File: src/rtl/div_pkg.sv
// Shared definitions for the sequential restoring divider (seq_div32).
//   DIV_WIDTH : default operand/quotient/remainder width
//   CNT_W     : iteration counter width for DIV_WIDTH
//   DZ_QUO    : quotient reported when the divisor is zero
//   state_t   : divider FSM state encoding (IDLE, CALC, FIX, DONE)
package div_pkg;

    localparam int DIV_WIDTH = 32;
    localparam int CNT_W     = $clog2(DIV_WIDTH);

    localparam logic [DIV_WIDTH-1:0] DZ_QUO = '1;

    typedef logic [1:0] state_t;

    localparam state_t IDLE = 2'd0;
    localparam state_t CALC = 2'd1;
    localparam state_t FIX  = 2'd2;
    localparam state_t DONE = 2'd3;

endpackage

File: src/rtl/div_step.sv
// One combinational iteration of restoring division.
// Ports:
//   r      in   WIDTH  partial remainder before this step
//   q      in   WIDTH  dividend/quotient shift register before this step
//   d      in   WIDTH  divisor
//   r_next out  WIDTH  partial remainder after this step
//   q_next out  WIDTH  quotient shift register after this step
// The remainder shifts left taking the dividend MSB, a WIDTH+1-bit ripple
// subtract of the divisor is tried, and its sign bit selects keep/restore.
module div_step
    import div_pkg::*;
#(
    parameter int WIDTH = DIV_WIDTH
) (
    input  logic [WIDTH-1:0] r,
    input  logic [WIDTH-1:0] q,
    input  logic [WIDTH-1:0] d,
    output logic [WIDTH-1:0] r_next,
    output logic [WIDTH-1:0] q_next
);

    logic [WIDTH:0] pr;
    logic [WIDTH:0] dd;
    logic [WIDTH:0] t;
    logic           neg;

    // The shifted remainder may reach 2*D-1, so it needs one extra bit.
    assign pr = {r, q[WIDTH-1]};
    assign dd = {1'b0, d};

    always_comb begin
        logic borrow;
        borrow = 1'b0;
        t      = '0;
        for (int unsigned i = 0; i < WIDTH + 1; i++) begin
            t[i]   = pr[i] ^ dd[i] ^ borrow;
            borrow = (~pr[i] & dd[i]) | (~(pr[i] ^ dd[i]) & borrow);
        end
    end

    assign neg = t[WIDTH];

    // On restore pr < D < 2^WIDTH, so dropping pr[WIDTH] loses nothing.
    assign r_next = neg ? pr[WIDTH-1:0] : t[WIDTH-1:0];
    assign q_next = {q[WIDTH-2:0], ~neg};

endmodule

File: src/rtl/seq_div32.sv
// Multi-cycle restoring divider: quo/rem of A / B, one trial subtraction
// per clock, with a start/busy/done handshake.
// Configuration macro: SIGNED_DIV_EN (two's-complement signed division,
// truncating toward zero; undefined = unsigned only, V tied low).
// Ports:
//   clk    in   1      clock, all state on rising edge
//   rst    in   1      synchronous active-high reset
//   start  in   1      request, accepted only in IDLE
//   A      in   WIDTH  dividend, sampled on the accepting edge
//   B      in   WIDTH  divisor, sampled on the accepting edge
//   busy   out  1      high from accept until DONE exits
//   done   out  1      one-cycle pulse, results valid
//   quo    out  WIDTH  quotient, held until the next result
//   rem    out  WIDTH  remainder, held until the next result
//   DZ     out  1      divide-by-zero flag
//   V      out  1      signed overflow flag (most-negative / -1)
module seq_div32
    import div_pkg::*;
#(
    parameter int WIDTH = DIV_WIDTH
) (
    input  logic             clk,
    input  logic             rst,
    input  logic             start,
    input  logic [WIDTH-1:0] A,
    input  logic [WIDTH-1:0] B,
    output logic             busy,
    output logic             done,
    output logic [WIDTH-1:0] quo,
    output logic [WIDTH-1:0] rem,
    output logic             DZ,
    output logic             V
);

    localparam int             CW   = (WIDTH > 1) ? $clog2(WIDTH) : 1;
    localparam logic [CW-1:0]  LAST = CW'(WIDTH - 1);

    state_t           state;
    logic [CW-1:0]    cnt;
    logic [WIDTH-1:0] r_q;
    logic [WIDTH-1:0] q_q;
    logic [WIDTH-1:0] d_q;
    logic             dz_q;

    logic [WIDTH-1:0] step_r;
    logic [WIDTH-1:0] step_q;

    logic [WIDTH-1:0] a_mag;
    logic [WIDTH-1:0] b_mag;

`ifdef SIGNED_DIV_EN
    logic a_neg;
    logic b_neg;
    logic ovf_in;
    logic neg_quo;
    logic neg_rem;
    logic ovf_q;

    assign a_neg  = A[WIDTH-1];
    assign b_neg  = B[WIDTH-1];
    // The most-negative value negates to itself, which is exactly its
    // unsigned magnitude, so no special case is needed here.
    assign a_mag  = a_neg ? -A : A;
    assign b_mag  = b_neg ? -B : B;
    assign ovf_in = (A == {1'b1, {(WIDTH-1){1'b0}}}) && (B == '1);
`else
    assign a_mag = A;
    assign b_mag = B;
    assign V     = 1'b0;
`endif

    div_step #(
        .WIDTH (WIDTH)
    ) u_step (
        .r      (r_q),
        .q      (q_q),
        .d      (d_q),
        .r_next (step_r),
        .q_next (step_q)
    );

    assign busy = (state != IDLE);
    assign done = (state == DONE);

    always_ff @(posedge clk) begin
        if (rst) begin
            state <= IDLE;
            cnt   <= '0;
            r_q   <= '0;
            q_q   <= '0;
            d_q   <= '0;
            dz_q  <= 1'b0;
            quo   <= '0;
            rem   <= '0;
            DZ    <= 1'b0;
`ifdef SIGNED_DIV_EN
            neg_quo <= 1'b0;
            neg_rem <= 1'b0;
            ovf_q   <= 1'b0;
            V       <= 1'b0;
`endif
        end else begin
            case (state)
                IDLE: begin
                    if (start) begin
                        r_q  <= '0;
                        d_q  <= b_mag;
                        cnt  <= '0;
                        dz_q <= (B == '0);
`ifdef SIGNED_DIV_EN
                        neg_quo <= a_neg ^ b_neg;
                        neg_rem <= a_neg;
                        ovf_q   <= ovf_in;
`endif
                        // Divide-by-zero reports the raw dividend as the
                        // remainder, so keep A unmodified and skip CALC.
                        if (B == '0) begin
                            q_q   <= A;
                            state <= FIX;
                        end else begin
                            q_q   <= a_mag;
                            state <= CALC;
                        end
                    end
                end
                CALC: begin
                    r_q <= step_r;
                    q_q <= step_q;
                    cnt <= cnt + 1'b1;
                    if (cnt == LAST) begin
                        state <= FIX;
                    end
                end
                FIX: begin
                    if (dz_q) begin
                        quo <= '1;
                        rem <= q_q;
                        DZ  <= 1'b1;
`ifdef SIGNED_DIV_EN
                        V   <= 1'b0;
`endif
                    end else begin
`ifdef SIGNED_DIV_EN
                        quo <= neg_quo ? -q_q : q_q;
                        rem <= neg_rem ? -r_q : r_q;
                        V   <= ovf_q;
`else
                        quo <= q_q;
                        rem <= r_q;
`endif
                        DZ  <= 1'b0;
                    end
                    state <= DONE;
                end
                DONE: begin
                    state <= IDLE;
                end
                default: begin
                    state <= IDLE;
                end
            endcase
        end
    end

endmodule
File: config.mk
export PLATFORM = sky130hd
export DESIGN_NAME = seq_div32
export DESIGN_NICKNAME = d
export VERILOG_FILES = /design/src/rtl/div_pkg.sv /design/src/rtl/div_step.sv /design/src/rtl/seq_div32.sv
export SDC_FILE = /design/constraint.sdc
export NUM_CORES = 1
export LEC_CHECK = 0
export BUFFER_PORTS_ARGS = -buffer_cell sky130_fd_sc_hd__buf_2
export CAP_MARGIN = 40
export CELL_PAD_IN_SITES_DETAIL_PLACEMENT = 1
export CELL_PAD_IN_SITES_GLOBAL_PLACEMENT = 2
export CORE_ASPECT_RATIO = 0.7
export CORE_UTILIZATION = 34
export DETAILED_ROUTE_END_ITERATION = 10
export PLACE_DENSITY_LB_ADDON = 0.1
export SLEW_MARGIN = 20
export SYNTH_ARGS = -nofsm -noshare
export SYNTH_HDL_FRONTEND = slang
export SYNTH_SLANG_ARGS = --single-unit
File: constraint.sdc
create_clock -name clk -period 16.7 [get_ports clk]
set_input_delay 1.67 -clock clk [delete_from_list [all_inputs] [get_ports clk]]
set_output_delay 1.67 -clock clk [all_outputs]
set_load 0.01 [all_outputs]
Word level (Yosys, flattened, before mapping)
Index checks and enable logic that the tools add are counted.
- $add $sub $neg: 1
- eq/ne operators: 6
- mux-type cells: 14
- bitwise gates (word level): 222
- reductions and logical operators: 7
- operator list (operator ; number):
    two-way mux 32 bit ; 5
    case mux 32 bit (2 select lines) ; 2
    NOT 1 bit ; 64
    XOR 1 bit ; 64
    AND 1 bit ; 63
    logical NOT 32 bit ; 1
    OR 1 bit ; 31
    case mux 5 bit (2 select lines) ; 1
    case mux 2 bit (4 select lines) ; 1
    two-way mux 2 bit ; 3
    AND reduction 2 bit ; 3
    adder 5 x 1 -> 5 bit, second input constant ; 1
    equality test 5 bit, second input constant ; 1
    two-way mux 5 bit ; 1
    equality test 2 bit, second input constant ; 2
    inequality test 2 bit, second input constant ; 2
    nonzero test 2 bit ; 2
    equality test 2 x 1 -> 1 bit, second input constant ; 1
    logical NOT 2 bit ; 1
    two-way mux 1 bit ; 1
- register bits: 169
- logic and storage cells: 259

Logic depth before layout (Yosys ltp)
- depth in word-level cells: 67
- gate-level depth with buffers: 38
- mapped depth without buffers: 37

By module
Synthesis repeated with hierarchy kept, for this count alone.
- cells, all modules: 839
- area, all modules: 8029.0 um2
- by module, submodules not included (module ; times used ; cells each ; area an instance (um2) ; seq. area each (um2)):
    seq_div32 ; 1 ; 708 ; 6661.4 ; 3383.2
    div_step ; 1 ; 131 ; 1367.6 ; 0.0

Worst setup path before layout
Ideal clock, no wire load.
- path kind: reg2reg
- from: register q_q[31]
- to: register r_q[16]
- library setup time: 0.074 ns
- arrival: 13.233 ns
- data required time: 16.626 ns
- path slack: 3.393 ns
- cell stages (with the launch flop): 38
- buffers on the path: 1
- clock period less this slack: 13.307 ns
- cell sequence: dfxtp_1 inv_1 ha_1 fa_1 fa_1 fa_1 fa_1 fa_1 fa_1 fa_1 fa_1 fa_1 fa_1 fa_1 fa_1 fa_1 fa_1 fa_1 [2 not listed] fa_1 fa_1 fa_1 fa_1 fa_1 fa_1 fa_1 fa_1 fa_1 fa_1 fa_1 fa_1 fa_1 fa_1 xnor2_2 clkbuf_1 o211ai_1 a21oi_1
- cells in the longest elaborated chain, start to end: 67
- elaborated cells on any way between the ends: 68
- ends and longest elaborated chain (item ; RTL line ; text):
    start, declared ; seq_div32.sv:41 ; logic [WIDTH-1:0] q_q;
    start signal, assigned ; seq_div32.sv:121 ; q_q <= a_mag;
    start signal, assigned ; seq_div32.sv:128 ; q_q <= step_q;
    NOT 1 bit (*) ; div_step.sv:37 ; borrow = (~pr[i] & dd[i]) | (~(pr[i] ^ dd[i]) & borrow);
    AND 1 bit (*) (2 in a row) ; div_step.sv:37 ;
    OR 1 bit (*) ; div_step.sv:37 ;
    AND 1 bit (*) ; div_step.sv:37 ;
    OR 1 bit (*) ; div_step.sv:37 ;
    AND 1 bit (*) ; div_step.sv:37 ;
    OR 1 bit (*) ; div_step.sv:37 ;
    AND 1 bit (*) ; div_step.sv:37 ;
    [50 not listed] ; n/a ;
    OR 1 bit ; div_step.sv:37 ;
    AND 1 bit ; div_step.sv:37 ;
    OR 1 bit ; div_step.sv:37 ;
    AND 1 bit ; div_step.sv:37 ;
    OR 1 bit ; div_step.sv:37 ;
    XOR 1 bit ; div_step.sv:36 ; t[i] = pr[i] ^ dd[i] ^ borrow;
    two-way mux 32 bit (*) ; div_step.sv:44 ; assign r_next = neg ? pr[WIDTH-1:0] : t[WIDTH-1:0];
    case mux 32 bit (2 select lines) (*) ; seq_div32.sv:103 ; case (state)
    end signal, assigned ; seq_div32.sv:127 ; r_q <= step_r;
    end, declared ; seq_div32.sv:40 ; logic [WIDTH-1:0] r_q;
Every way passes the cells marked *; elsewhere a longest branch is shown, timed or not.
A chain may end at the register's enable or synchronous reset.

Final worst setup path
- from: register q_q[31]
- to: register q_q[0]
- cells in the longest elaborated chain, start to end: 67
- ends and longest elaborated chain (item ; RTL line ; text):
    NOT 1 bit ; div_step.sv:37 ;
    AND 1 bit (2 in a row) ; div_step.sv:37 ;
    OR 1 bit ; div_step.sv:37 ;
    AND 1 bit ; div_step.sv:37 ;
    OR 1 bit ; div_step.sv:37 ;
    AND 1 bit ; div_step.sv:37 ;
    OR 1 bit ; div_step.sv:37 ;
    AND 1 bit ; div_step.sv:37 ;
    [50 not listed] ; n/a ;
    OR 1 bit ; div_step.sv:37 ;
    AND 1 bit ; div_step.sv:37 ;
    OR 1 bit ; div_step.sv:37 ;
    AND 1 bit ; div_step.sv:37 ;
    OR 1 bit ; div_step.sv:37 ;
    XOR 1 bit ; div_step.sv:36 ;
    NOT 1 bit ; div_step.sv:45 ; assign q_next = {q[WIDTH-2:0], ~neg};
    case mux 32 bit (2 select lines) ; seq_div32.sv:103 ;
No other way between the ends.

==> impl_metrics.csv <==
group,metric,value,unit
cts,post_cts_buffers,0,
worst_setup_path,cpPeakStageDelay,660,ps
worst_setup_path,rr_worst_depth,37,
min_path,hp-class,"flip-flop to flip-flop",
placed_design,hpwl,16.3,mm
placed_design,dp_worst_setup_slack,2040,ps
logic_synthesis,synth_edf_count,0,
finish,seqCellArea,3380,µm²
power,peakVddDrop,0.116,mV
logic_synthesis,synth_area_per_cell,9.26,µm²
power,power.density,208,nW/µm²
sta,final_max_slew_viol_count,0,
logic_synthesis,ys_seq_area_share,43.5,%
cts,clockBufferDepth,2,
cts,htree_levels,4,
cts,clock_sink_count,169,
logic_synthesis,syn_nets,946,
floorplan,dieArea,23500,µm²
sta,setup_viol,0,
cts,ctsHoldBuffers,0,
floorplan,rows,45,
cts,insertion_delay,440,ps
floorplan,die_h,129,µm
floorplan,initial_core_util,35.3,%
sta,worst_pin_slew,800,ps
sta,fin_tns_setup,0,ps
global_route,grt_max_degree,85,
routing,wirelength,23.1,mm
floorplan,die_width,183,µm
global_route,use_met2,27.1,%
power,p_leak,3.37,nW
min_path,worstHoldPathCells,2,
run_status,outcome,"finished clean",
worst_setup_path,startpoint,"q_q[31]$_SDFFE_PP0P_",
sta,final_hold_viol_count,0,
placed_design,routabilityCongestion,0.751,
placed_design,portBuffers,133,
logic_synthesis,ys_seq_elements,169,
finish,diodes,0,
run,max_cap_viol_count,0,
worst_setup_path,start_kind,"flip-flop",
sta,fin_crit_sh,87.7,%
sta,min_period,14650,ps
cts,clk_pin_slew,70,ps
global_route,grt_pass1_wl,36.8,mm
sta,maxSlewHeadroom,46.7,%
finish,layout-drive-gt1-share,22.6,%
global_route,antenna_found_initial,0,
global_route,grt_use_met3,3.76,%
finish,final_common_cell,"dfxtp_1",
global_route,grt_pass1_vias,6370,
cts,cts-buffers-inserted,17,
routing,vias,6315,
worst_setup_path,path_common_cell,"fa_1",
sta,fin_ws,2050,ps
finish,multiInputGateArea,3930,µm²
global_route,grt.total_usage,20.5,%
sta,fmax,0.0682,GHz
routing,drt-initial-drc-count,357,
floorplan,core,22100,µm²
worst_setup_path,cp-end-kind,"flip-flop",
logic_synthesis,syn_inst,841,
sta,skew,8.98,ps
cts,post_cts_resized,0,
global_route,grt.busiest_layer,"met1",
finish,areaGrowthSynthToFinish,18.7,%
cts,clk_root_buffer_cell,"clkbuf_16",
logic_synthesis,yosys_warnings,0,
worst_setup_path,worstSetupPathType,"flip-flop to flip-flop",
finish,fillers,2592,
routing,wl_per_cell,18.4,µm
routing,ant_nets,0,
cts,cts_tree,"yes",
routing,route.detailed.drc,0,
min_path,worstHoldStart,"d_q[0]$_SDFFE_PP0P_",
worst_setup_path,reg2reg_from,"q_q[31]$_SDFFE_PP0P_",
finish,most-common-layout-cells,"168 x dfxtp_1, 132 x buf_2, 129 x nand2_1",
worst_setup_path,crit_required,17050,ps
floorplan,pin_count,135,
sta,rsz0062_at_grt,"no",
global_route,grtUsageMet1,32.9,%
worst_setup_path,cp_max_fo,33,
global_route,grt-ovfl-total,0,
logic_synthesis,synth_area,7790,µm²
logic_synthesis,synth_cell_types,41,
worst_setup_path,arrival,15000,ps
worst_setup_path,crit_path_top_delay_cell,"xnor2_4",
finish,final_nets,1043,
routing,vias_per_cell,5.03,
logic_synthesis,synth_ff_type,"dfxtp_1",
routing,first_pass_iters,4,
logic_synthesis,async_flop_share,0,%
-- registers in the layout, indices dropped and copies added, names as in the netlist --
register / cells
DZ: 1
state: 2
quo: 32
cnt: 5
q_q: 32
r_q: 32
d_q: 32
dz_q: 1
rem: 32
-- metal layers --
| layer | share of wire (%) | routed length, µm |
|---|---|---|
| met1 | 57 | 13200 |
| met2 | 38 | 8790 |
| met3 | 3.7 | 857 |
| met4 | 0.97 | 223 |
| met5 | 0 | 0 |
-- power breakdown --
part           leakage (nW)  internal (mW)  switching, mW
sequential             1.38          0.520          0.118
combinational          1.72          0.359          0.536
clock                 0.267          0.210          0.177
total                  3.37           1.09          0.830
-- area by class of cell --
class / instances / area share, %
Tap cell: 305 / 4.13
Clock buffer: 19 / 4.79
Timing Repair Buffer: 145 / 9.11
Clock inverter: 13 / 1.29
Multi-Input combinational cell: 567 / 42.5
Sequential cell: 169 / 36.6
Inverter: 38 / 1.54
-- synthesized netlist by cell type (2+ instances only) --
cell	number	share of area, %
a211oi_1	37	3.6
nor2_1	102	4.9
a21oi_1	67	4.3
nor4_1	8	0.64
o22ai_1	32	2.6
a22oi_1	3	0.29
o211ai_1	31	3.0
nand2_1	129	6.2
a211oi_2	28	4.5
nand4_1	2	0.16
dfxtp_1	169	43
and2_1	2	0.16
clkbuf_1	27	1.3
buf_2	23	1.5
fa_1	31	8.0
o21ai_0	2	0.13
buf_6	7	1.0
buf_4	6	0.58
buf_1	4	0.19
mux2i_1	66	8.5
inv_2	2	0.096
ha_1	7	1.1
inv_1	36	1.7
nor3_1	2	0.13
nand3_1	2	0.13
-- path summary, 6_finish.rpt --
path / slack, ps / endpoint
max: 2050 / q_q[0]$_SDFFE_PP0P_
min: 470 / d_q[0]$_SDFFE_PP0P_
max reg2reg: 2050 / q_q[0]$_SDFFE_PP0P_
min reg2reg: 470 / d_q[0]$_SDFFE_PP0P_
-- metrics by stage --
step           power, mW  area [µm²]  hold WS, ps  instances  utilization, %
4_1_cts             1.93        9200          470       1254            41.7
2_1_floorplan       1.28        7790          440        841               -
5_1_grt             2.08        9240          486       1256            41.9
3_5_place_dp        1.54        8630          460       1222            39.1
3_3_place_gp        1.48        8560          451       1219            38.8
6_report            1.92        9240          468       1256            41.9
-- worst max-delay path: cells and delay by family (launching register included) --
family,cells,cell delay (ps)
buffers and inverters,2,530
DFF,1,430
AOI/OAI and AO/OA,1,260
xor gates and xnor gates,1,660
muxes,1,130
adders and majority gates,32,12530
-- cell families after synthesis --
family | after synthesis | synth area share, %
AO/OA/AOI/OAI | 206 | 19.2
adder cells (fa/ha/maj) | 38 | 9.10
AND/OR/NAND/NOR | 255 | 13.1
multiplexers | 66 | 8.48
flip-flops | 169 | 43.5
other | 1 | 0.0482
XOR/XNOR | 1 | 0.209
buffers and inverters | 105 | 6.40
(Power assumes the default switching activity.)
